File: config.mk
export PLATFORM = sky130hd
export DESIGN_NAME = spi_flash_responder
export DESIGN_NICKNAME = d
export VERILOG_FILES = /design/src/rtl/spi_flash_responder.sv
export SDC_FILE = /design/constraint.sdc
export NUM_CORES = 2
export LEC_CHECK = 0
export ABC_CLOCK_PERIOD_IN_PS = 4150
export CAP_MARGIN = 20
export CORE_AREA = 2 2 384 386
export CTS_CLUSTER_DIAMETER = 150
export DETAILED_ROUTE_END_ITERATION = 8
export DIE_AREA = 0 0 386 388
export GPL_TIMING_DRIVEN = 0
export PLACE_DENSITY_LB_ADDON = 0.3
export SYNTH_ARGS = -nofsm -noshare
export SYNTH_HDL_FRONTEND = slang
export SYNTH_SLANG_ARGS = --single-unit
File: constraint.sdc
create_clock -name clk -period 4.15 [get_ports clk]
set_clock_uncertainty 0.15 [all_clocks]
set_input_delay 0.83 -clock clk [delete_from_list [all_inputs] [get_ports clk]]
set_output_delay 0.83 -clock clk [all_outputs]
set_load 0.02 [all_outputs]
File: src/rtl/spi_flash_responder.sv
// spi_flash_responder
//   On-chip SPI mode-0 serial-flash target. It accepts WREN (06), WRDI (04),
//   RDSR (05), READ (03) and PAGE PROGRAM (02), and stores data in a
//   2^MEM_AW byte array that powers up as all 8'hFF.
//
// Ports
//   clk      system clock, at least 8x the SCK frequency
//   rst      asynchronous active-low reset
//   SCK      SPI clock from the controller (asynchronous to clk)
//   CSbar    active-low chip select (asynchronous to clk)
//   DI       serial data in, MSB first, sampled on SCK rise
//   DO       serial data out, MSB first, updated on SCK fall
//   busy     status bit 0, write in progress
//   wel      status bit 1, write enable latch
//   last_cmd opcode of the most recently completed command byte
//
// state    | meaning
// S_IDLE   | chip deselected, waiting for CSbar fall
// S_CMD    | shifting in the opcode byte
// S_ADDR   | shifting in the 24-bit address
// S_READ   | streaming array bytes out on DO
// S_PROG   | receiving bytes to program into the array
// S_STATUS | streaming {6'b0, wel, busy} out on DO
// S_IGNORE | opcode done or rejected, wait for CSbar rise
module spi_flash_responder #(
    parameter int MEM_AW      = 8,
    parameter int BUSY_CYCLES = 64
) (
    input  logic       clk,
    input  logic       rst,
    input  logic       SCK,
    input  logic       CSbar,
    input  logic       DI,
    output logic       DO,
    output logic       busy,
    output logic       wel,
    output logic [7:0] last_cmd
);

    localparam int DEPTH = 1 << MEM_AW;
    localparam int BW    = $clog2(BUSY_CYCLES + 1);
    localparam logic [MEM_AW-1:0] PTR_ONE   = {{(MEM_AW-1){1'b0}}, 1'b1};
    localparam logic [BW-1:0]     BUSY_LOAD = BW'(BUSY_CYCLES);
    localparam logic [BW-1:0]     BUSY_ONE  = BW'(1);

    typedef enum logic [2:0] {
        S_IDLE, S_CMD, S_ADDR, S_READ, S_PROG, S_STATUS, S_IGNORE
    } state_t;

    state_t r_state, w_state_nxt;

    logic [1:0] r_sck_sync, r_cs_sync, r_di_sync;
    logic       r_sck_q, r_cs_q;
    logic       w_sck, w_cs, w_di;
    logic       w_sck_rise, w_sck_fall, w_cs_fall, w_cs_rise;

    logic [2:0]        r_bit_cnt;
    logic [6:0]        r_sh;
    logic [7:0]        w_byte;
    logic              w_byte_done;
    logic [1:0]        r_addr_cnt;
    logic              r_is_prog;
    logic              r_written;
    logic [MEM_AW-1:0] r_ptr, w_ptr_pinc;
    logic [2:0]        r_out_cnt;
    logic [6:0]        r_tx;
    logic [7:0]        w_src, w_cur;
    logic [BW-1:0]     r_busy_cnt;
    logic              w_set_wel, w_clr_wel, w_mem_we, w_commit, w_drive;

    // Array is deliberately outside reset so contents survive rst.
    logic [7:0] r_mem [DEPTH] = '{default: 8'hFF};

    assign w_sck      = r_sck_sync[1];
    assign w_cs       = r_cs_sync[1];
    assign w_di       = r_di_sync[1];
    assign w_sck_rise = w_sck & ~r_sck_q;
    assign w_sck_fall = ~w_sck & r_sck_q;
    assign w_cs_fall  = ~w_cs & r_cs_q;
    assign w_cs_rise  = w_cs & ~r_cs_q;

    always_ff @(posedge clk or negedge rst) begin
        if (!rst) begin
            r_sck_sync <= 2'b00;
            r_cs_sync  <= 2'b11;
            r_di_sync  <= 2'b00;
            r_sck_q    <= 1'b0;
            r_cs_q     <= 1'b1;
        end else begin
            r_sck_sync <= {r_sck_sync[0], SCK};
            r_cs_sync  <= {r_cs_sync[0], CSbar};
            r_di_sync  <= {r_di_sync[0], DI};
            r_sck_q    <= w_sck;
            r_cs_q     <= w_cs;
        end
    end

    assign w_byte      = {r_sh, w_di};
    assign w_byte_done = w_sck_rise && (r_bit_cnt == 3'd7);

    // Program pointer wraps within the 256-byte page.
    generate
        if (MEM_AW > 8) begin : g_page_wrap
            assign w_ptr_pinc = {r_ptr[MEM_AW-1:8], r_ptr[7:0] + 8'd1};
        end else begin : g_flat_wrap
            assign w_ptr_pinc = r_ptr + PTR_ONE;
        end
    endgenerate

    assign w_drive  = (r_state == S_READ) || (r_state == S_STATUS);
    assign w_mem_we = w_byte_done && (r_state == S_PROG) && wel;
    // A byte finishing in the same clk as CSbar rise still counts.
    assign w_commit = w_cs_rise && (r_state == S_PROG) && (r_written || w_mem_we);
    // Source byte is captured only at the first fall of each byte.
    assign w_src    = (r_state == S_READ) ? r_mem[r_ptr] : {6'b0, wel, busy};
    assign w_cur    = (r_out_cnt == 3'd0) ? w_src : {r_tx, 1'b0};

    always_comb begin
        w_state_nxt = r_state;
        w_set_wel   = 1'b0;
        w_clr_wel   = 1'b0;
        case (r_state)
            S_IDLE: if (w_cs_fall) w_state_nxt = S_CMD;
            S_CMD: begin
                if (w_byte_done) begin
                    if (busy && (w_byte != 8'h05)) begin
                        w_state_nxt = S_IGNORE;
                    end else begin
                        case (w_byte)
                            8'h06: begin w_set_wel = 1'b1; w_state_nxt = S_IGNORE; end
                            8'h04: begin w_clr_wel = 1'b1; w_state_nxt = S_IGNORE; end
                            8'h05: w_state_nxt = S_STATUS;
                            8'h03, 8'h02: w_state_nxt = S_ADDR;
                            default: w_state_nxt = S_IGNORE;
                        endcase
                    end
                end
            end
            S_ADDR: begin
                if (w_byte_done && (r_addr_cnt == 2'd2))
                    w_state_nxt = r_is_prog ? S_PROG : S_READ;
            end
            default: ;
        endcase
        if (w_cs_rise && (r_state != S_IDLE)) w_state_nxt = S_IDLE;
    end

    always_ff @(posedge clk or negedge rst) begin
        if (!rst) r_state <= S_IDLE;
        else      r_state <= w_state_nxt;
    end

    always_ff @(posedge clk or negedge rst) begin
        if (!rst) begin
            r_bit_cnt  <= 3'd0;
            r_sh       <= 7'd0;
            r_addr_cnt <= 2'd0;
            r_is_prog  <= 1'b0;
            r_written  <= 1'b0;
            r_ptr      <= '0;
            r_out_cnt  <= 3'd0;
            r_tx       <= 7'd0;
            r_busy_cnt <= '0;
            DO         <= 1'b0;
            busy       <= 1'b0;
            wel        <= 1'b0;
            last_cmd   <= 8'h00;
        end else begin
            if (w_cs_fall) begin
                r_bit_cnt <= 3'd0;
            end else if (w_sck_rise) begin
                r_bit_cnt <= r_bit_cnt + 3'd1;
                r_sh      <= w_byte[6:0];
            end

            if ((r_state == S_CMD) && w_byte_done) begin
                last_cmd   <= w_byte;
                r_is_prog  <= (w_byte == 8'h02);
                r_addr_cnt <= 2'd0;
                r_written  <= 1'b0;
            end

            if ((r_state == S_ADDR) && w_sck_rise) begin
                r_ptr <= {r_ptr[MEM_AW-2:0], w_di};
                if (w_byte_done) r_addr_cnt <= r_addr_cnt + 2'd1;
            end

            if ((r_state == S_PROG) && w_byte_done) begin
                r_ptr <= w_ptr_pinc;
                if (wel) r_written <= 1'b1;
            end

            if (!w_drive || w_cs) begin
                DO        <= 1'b0;
                r_out_cnt <= 3'd0;
            end else if (w_sck_fall) begin
                DO        <= w_cur[7];
                r_tx      <= w_cur[6:0];
                r_out_cnt <= r_out_cnt + 3'd1;
                if ((r_state == S_READ) && (r_out_cnt == 3'd7)) r_ptr <= r_ptr + PTR_ONE;
            end

            if (w_set_wel) wel <= 1'b1;
            if (w_clr_wel || w_commit) wel <= 1'b0;

            if (w_commit) begin
                busy       <= 1'b1;
                r_busy_cnt <= BUSY_LOAD;
            end else if (busy) begin
                r_busy_cnt <= r_busy_cnt - BUSY_ONE;
                if (r_busy_cnt == BUSY_ONE) busy <= 1'b0;
            end
        end
    end

    always_ff @(posedge clk) begin
        if (w_mem_we) r_mem[r_ptr] <= w_byte;
    end

endmodule

---- After elaboration in Yosys (flattened, before gate mapping) ----
Memory sizes are Yosys's and may differ from the RTL's.
Cells that the tools add are included.
storage, ports and cells
  memories ................................ 1
  bits in writable memories ............... 2,048
  register bits ........................... 61
memories
  name   words  width  rd ports  clocked after memory_dff  wr ports  line  source
  r_mem  256    8      1         0                         1         72    logic [7:0] r_mem [DEPTH] = '{default: 8'hFF};
operators by class
  muxes and demuxes ....................... 44
  add/sub/neg operators ................... 5
  reduce and logical (&&, ||, !) cells .... 28
  equal/unequal tests ..................... 18
  bitwise operators ....................... 10
operator list
  cell                                                   number
  2-to-1 mux 8 bit                                       7
  2-to-1 mux 3 bit                                       10
  == test 8 x 3 -> 1 bit, second input constant          3
  2-to-1 mux 1 bit                                       20
  == test 8 x 2 -> 1 bit, second input constant          2
  2-to-1 mux 7 bit                                       2
  == test 3 bit, second input constant                   4
  logical AND 1 bit                                      11
  inequality test 3 bit, second input constant           3
  case mux 3 bit (3 select lines)                        1
  adder 8 x 1 -> 8 bit, second input constant            1
  inequality test 8 x 3 -> 1 bit, second input constant  1
  nonzero test 2 bit                                     4
  == test 7 x 1 -> 1 bit, second input constant          1
  subtractor 7 x 1 -> 7 bit, second input constant       1
  adder 3 x 1 -> 3 bit, second input constant            2
  == test 3 x 2 -> 1 bit, second input constant          2
  zero test 3 bit                                        2
  2-to-1 mux 2 bit                                       3
  NOT 1 bit                                              6
  case mux 3 bit (2 select lines)                        1
  bitwise AND 1 bit                                      4
  logical OR 1 bit                                       4
  AND reduction 2 bit                                    2
  other kinds (8)                                        8

---- Longest topological paths before layout ----
  depth after elaboration ................. 9
  mapped depth ............................ 13

---- Worst setup path before layout ----
Ideal clock, no wire load.
  kind .................................... register -> register
  from .................................... register r_sh[4]
  to ...................................... register wel
  path buffers ............................ 0
  required time ........................... 3.851 ns
  cell stages (with the launch flop) ...... 7
  path slack .............................. -0.425 ns
  period minus slack after synthesis ...... 4.575 ns
  arrival ................................. 4.276 ns
  path through ............................ dfrtp_1 nor3_1 nand2_1 nor3_1 nand3b_1 mux2i_1 nor2_1
on the way
  cells in the longest elaborated chain, start to end .. 7
ends and longest elaborated chain
  item                                                                             line      source
  start, declared                                                                  58        logic [6:0] r_sh;
  start signal, assigned                                                           173       r_sh <= w_byte[6:0];
  == test 8 x 3 -> 1 bit / inequality test 8 x 3 -> 1 bit (equally long branches)  129, 126
  2-to-1 mux 1 bit / logical AND 1 bit (equally long branches)                     129, 126
  2-to-1 mux 1 bit                                                                 126       if (busy && (w_byte != 8'h05)) begin
  2-to-1 mux 1 bit                                                                 125       if (w_byte_done) begin
  2-to-1 mux 1 bit                                                                 122       case (r_state)
  logical OR 1 bit                                                                 204       if (w_clr_wel || w_commit) wel <= 1'b0;
  2-to-1 mux 1 bit / nonzero test 2 bit (equally long branches)                    --
  end signal, assigned                                                             166       wel <= 1'b0;
  end signal, assigned                                                             203       if (w_set_wel) wel <= 1'b1;
  end signal, assigned                                                             204
  end, declared                                                                    36        output logic wel,
Several ways; a longest one is shown, not always the timed one.
A chain may end at the register's enable or synchronous reset.

---- Worst setup path after layout ----
  from .................................... register r_ptr[2]
  to ...................................... memory r_mem[203][7], enable pin
RTL lines
  item                    line  source
  start, declared         64    logic [MEM_AW-1:0] r_ptr, w_ptr_pinc;
  start signal, assigned  184   r_ptr <= {r_ptr[MEM_AW-2:0], w_di};
  start signal, assigned  189   r_ptr <= w_ptr_pinc;
  start signal, assigned  200   if ((r_state == S_READ) && (r_out_cnt == 3'd7)) r_ptr <= r_ptr + PTR_ONE;
  end, declared           72
Straight into the memory's write port.

==> impl_metrics.toml <==
[die]
ios = 16
coreArea_um2 = 145000
start_util = 0.567
dieWidth_um = 386
num_rows = 140
die_h_um = 388
die_area_um2 = 150000

[global_routing]
grt_max_degree = 97
grtUsageTotal = 0.420
grt_pass1_vias = 44327
grt_antenna_before_repair = 18
overflow = 0
grt_first_pass_wirelength_um = 405000

[routing]
drc = 0
ant_nets = 0
via_per_inst = 7.54
wl_met1_um = 99700
route.met2.wl_um = 129000
first_pass_iters = 6
wl_um = 310000
met3_length_um = 51200
drtIter0Drc = 9108
dr_total_vias = 47539
highest-signal-layer = "met5"
wl_per_cell_um = 49.1

[flow_run]
drv_cap = 0

[critical_path]
r2r_end = "r_mem[203][7]$_DFFE_PP_"
slowest_stage = "clkbuf_4"
r2r-start = "r_ptr[2]$_DFF_PN0_"
cp-end-kind = "register"
startpoint_type = "register"
crit_family = "buffers and inverters"
crit_buf_inv = 4
reg2regPathDepth = 8
max_stage_delay_ns = 0.60
crit_top_cell = "buf_2"
crit_type = "reg2reg"
crit_arrival_ns = 4.69
cp_data_required_time_ns = 4.52
cp_cell_sequence = "buf_2, buf_6, nor2b_1, buf_2, and3_1, nand2_1, clkbuf_4, nor2_2"
ff2ff_setup_slack_ns = -0.17
crit_path_max_fanout = 10

[worst_hold_path]
hp-start = "CSbar"
hold_class = "in2reg"
whs_path_depth = 1
holdPathEnd = "r_cs_sync[0]$_DFF_PN1_"

[finish]
layout_common_cells = "edfxtp_1, mux4_2, clkbuf_16, nor2_1, nand2_1"
finalNetCount = 4222
area_growth_pct = 14.6
final_common_cell = "edfxtp_1"
final_area_um2 = 94300
drive_gt1_frac = 0.293

[sta]
drv_slew = 0
tightest_slew_ns = 1.20
setup_slack_ns = -0.172
finalCritPeriodShare = 1.04
worst_hold_slack_ns = 0.193
rsz0062_at_grt = "true"
finalSetupViolations = 737
hold_viol_final = 0
max_freq_ghz = 0.231
min_period_ns = 4.32
slew_headroom = 0.200

[power]
irDropWorstVdd_uv = 556
power_density_nw_per_um2 = 694
p_leak_nw = 29.2

[yosys]
synth-seq-area-share = 0.766
synthArstFlopShare = 0.0289
ys.flop_type = "edfxtp_1"
synth_area_um2 = 82300
synth.avg_cell_area_um2 = 20.9
synth_edf_count = 2048
synth_nets = 3957
ys_ff_latch = 2109
netlist_instances = 3940
yosysWarnings = 0
synth.distinct_cells = 67

[place]
io_buffers = 15
placed_area_um2 = 85800
hpwl_um = 200000
pre_cts_ws_ns = -2.09
gp_congestion = 1.08

[status]
run_status = "finished, violations left"
violations = "setup timing"

[clock_tree]
cts_tree = "yes"
clk_latency_ns = 0.90
ctsLongestPathBuffers = 3
cts_buffers = 204
cts_root_buf = "clkbuf_16"
cts.htree.levels = 4
cts.sinks = 2109
clkSlewWorstSetupHoldPaths_ns = 0.07
[what timing repair did]
item                                     CTS  global route
pin swaps                                  2             1
endpoints found under the setup margin  1971           478
gates resized for setup                  453            64
buffers inserted                           2             1
hold endpoints to repair                  58             0
hold buffers                               1             0
[synth_stat cells, drive strengths merged (22+ instances only)]
cell type,count,area (um2)
clkbuf,75,282
nand2,167,627
a21oi,63,315
nor3,28,140
a22oi,75,563
dfrtp,58,1450
edfxtp,2048,61500
buf,149,925
mux2i,134,1340
mux4,525,11800
nor2,322,1210
o21ai,22,110
nand3,47,235
[report_power, final]
group          leakage (nW)  switching, mW  total [mW]  internal [mW]
logic                  6.71           14.1        20.4           6.26
clock network          3.28           8.39        18.8           10.4
registers              19.3          0.683        26.3           25.6
[registers in the layout, summed over array words and instances (netlist names)]
| name | count |
|---|---|
| DO | 1 |
| busy | 1 |
| last_cmd | 8 |
| r_addr_cnt | 2 |
| r_bit_cnt | 3 |
| r_busy_cnt | 7 |
| r_cs_q | 1 |
| r_cs_sync | 2 |
| r_di_sync | 2 |
| r_is_prog | 1 |
| r_mem | 2048 |
| r_out_cnt | 3 |
| r_ptr | 8 |
| r_sck_q | 1 |
| r_sck_sync | 2 |
| r_sh | 7 |
| r_state | 3 |
| r_tx | 7 |
| r_written | 1 |
| wel | 1 |
[how the worst max path moves through the flow]
stage,endpoint,slack (ns),from,cells past startpoint
2_1_floorplan,wel$_DFFE_PN0P_,1.07,r_sh[4]$_DFFE_PN0P_,6
3_3_place_gp,DO$_DFFE_PN0P_,-2.63,r_ptr[2]$_DFF_PN0_,9
3_5_place_dp,r_mem[212][1]$_DFFE_PP_,-2.09,r_ptr[1]$_DFF_PN0_,10
4_1_cts,r_tx[0]$_DFFE_PN0P_,-0.004,r_ptr[0]$_DFF_PN0_,12
5_1_grt,r_mem[203][7]$_DFFE_PP_,-0.05,r_ptr[2]$_DFF_PN0_,8
6_report,r_mem[203][7]$_DFFE_PP_,-0.17,r_ptr[2]$_DFF_PN0_,8
[cells by family after synthesis]
kind of cell	share of synthesized area
AND/OR/NAND/NOR	0.0332
AO/OA/AOI/OAI	0.0223
flip-flops	0.766
XOR/XNOR	0.000958
adder cells (fa/ha/maj)	0.00182
multiplexers	0.161
buffers and inverters	0.0152
[final cells by class]
cell class                 count  area (um2)
clock buffer                 255        5360
sequential                  2109       63100
clock inverter               124        1360
buffer                       222        1840
antenna                       13        32.5
timing repair buffer          61        1060
fill                        9224       50900
inverter                      11        45.0
tap                         1917        2400
multi-input combinational   1596       19200
[routing by layer]
metal  vias up  global-route usage
met5         -              0.0136
met2      5003               0.570
met4        18               0.297
met3      1109               0.179
li1      16875                   -
met1     24534               0.543
[per-stage QoR]
| stage | std cells | power (mW) | utilization | setup TNS, ns |
|---|---|---|---|---|
| floorplan | 3940 | 35.4 | - | 0 |
| global placement | 5872 | 45.0 | 0.585 | -3565.69 |
| detailed placement | 5914 | 45.2 | 0.591 | -2124.16 |
| CTS | 6295 | 64.1 | 0.648 | -0.00435 |
| global route | 6295 | 65.5 | 0.649 | -0.691 |
| finish | 6308 | 65.5 | 0.649 | -30.89 |
Note: power is estimated with default switching activity, not from simulation.
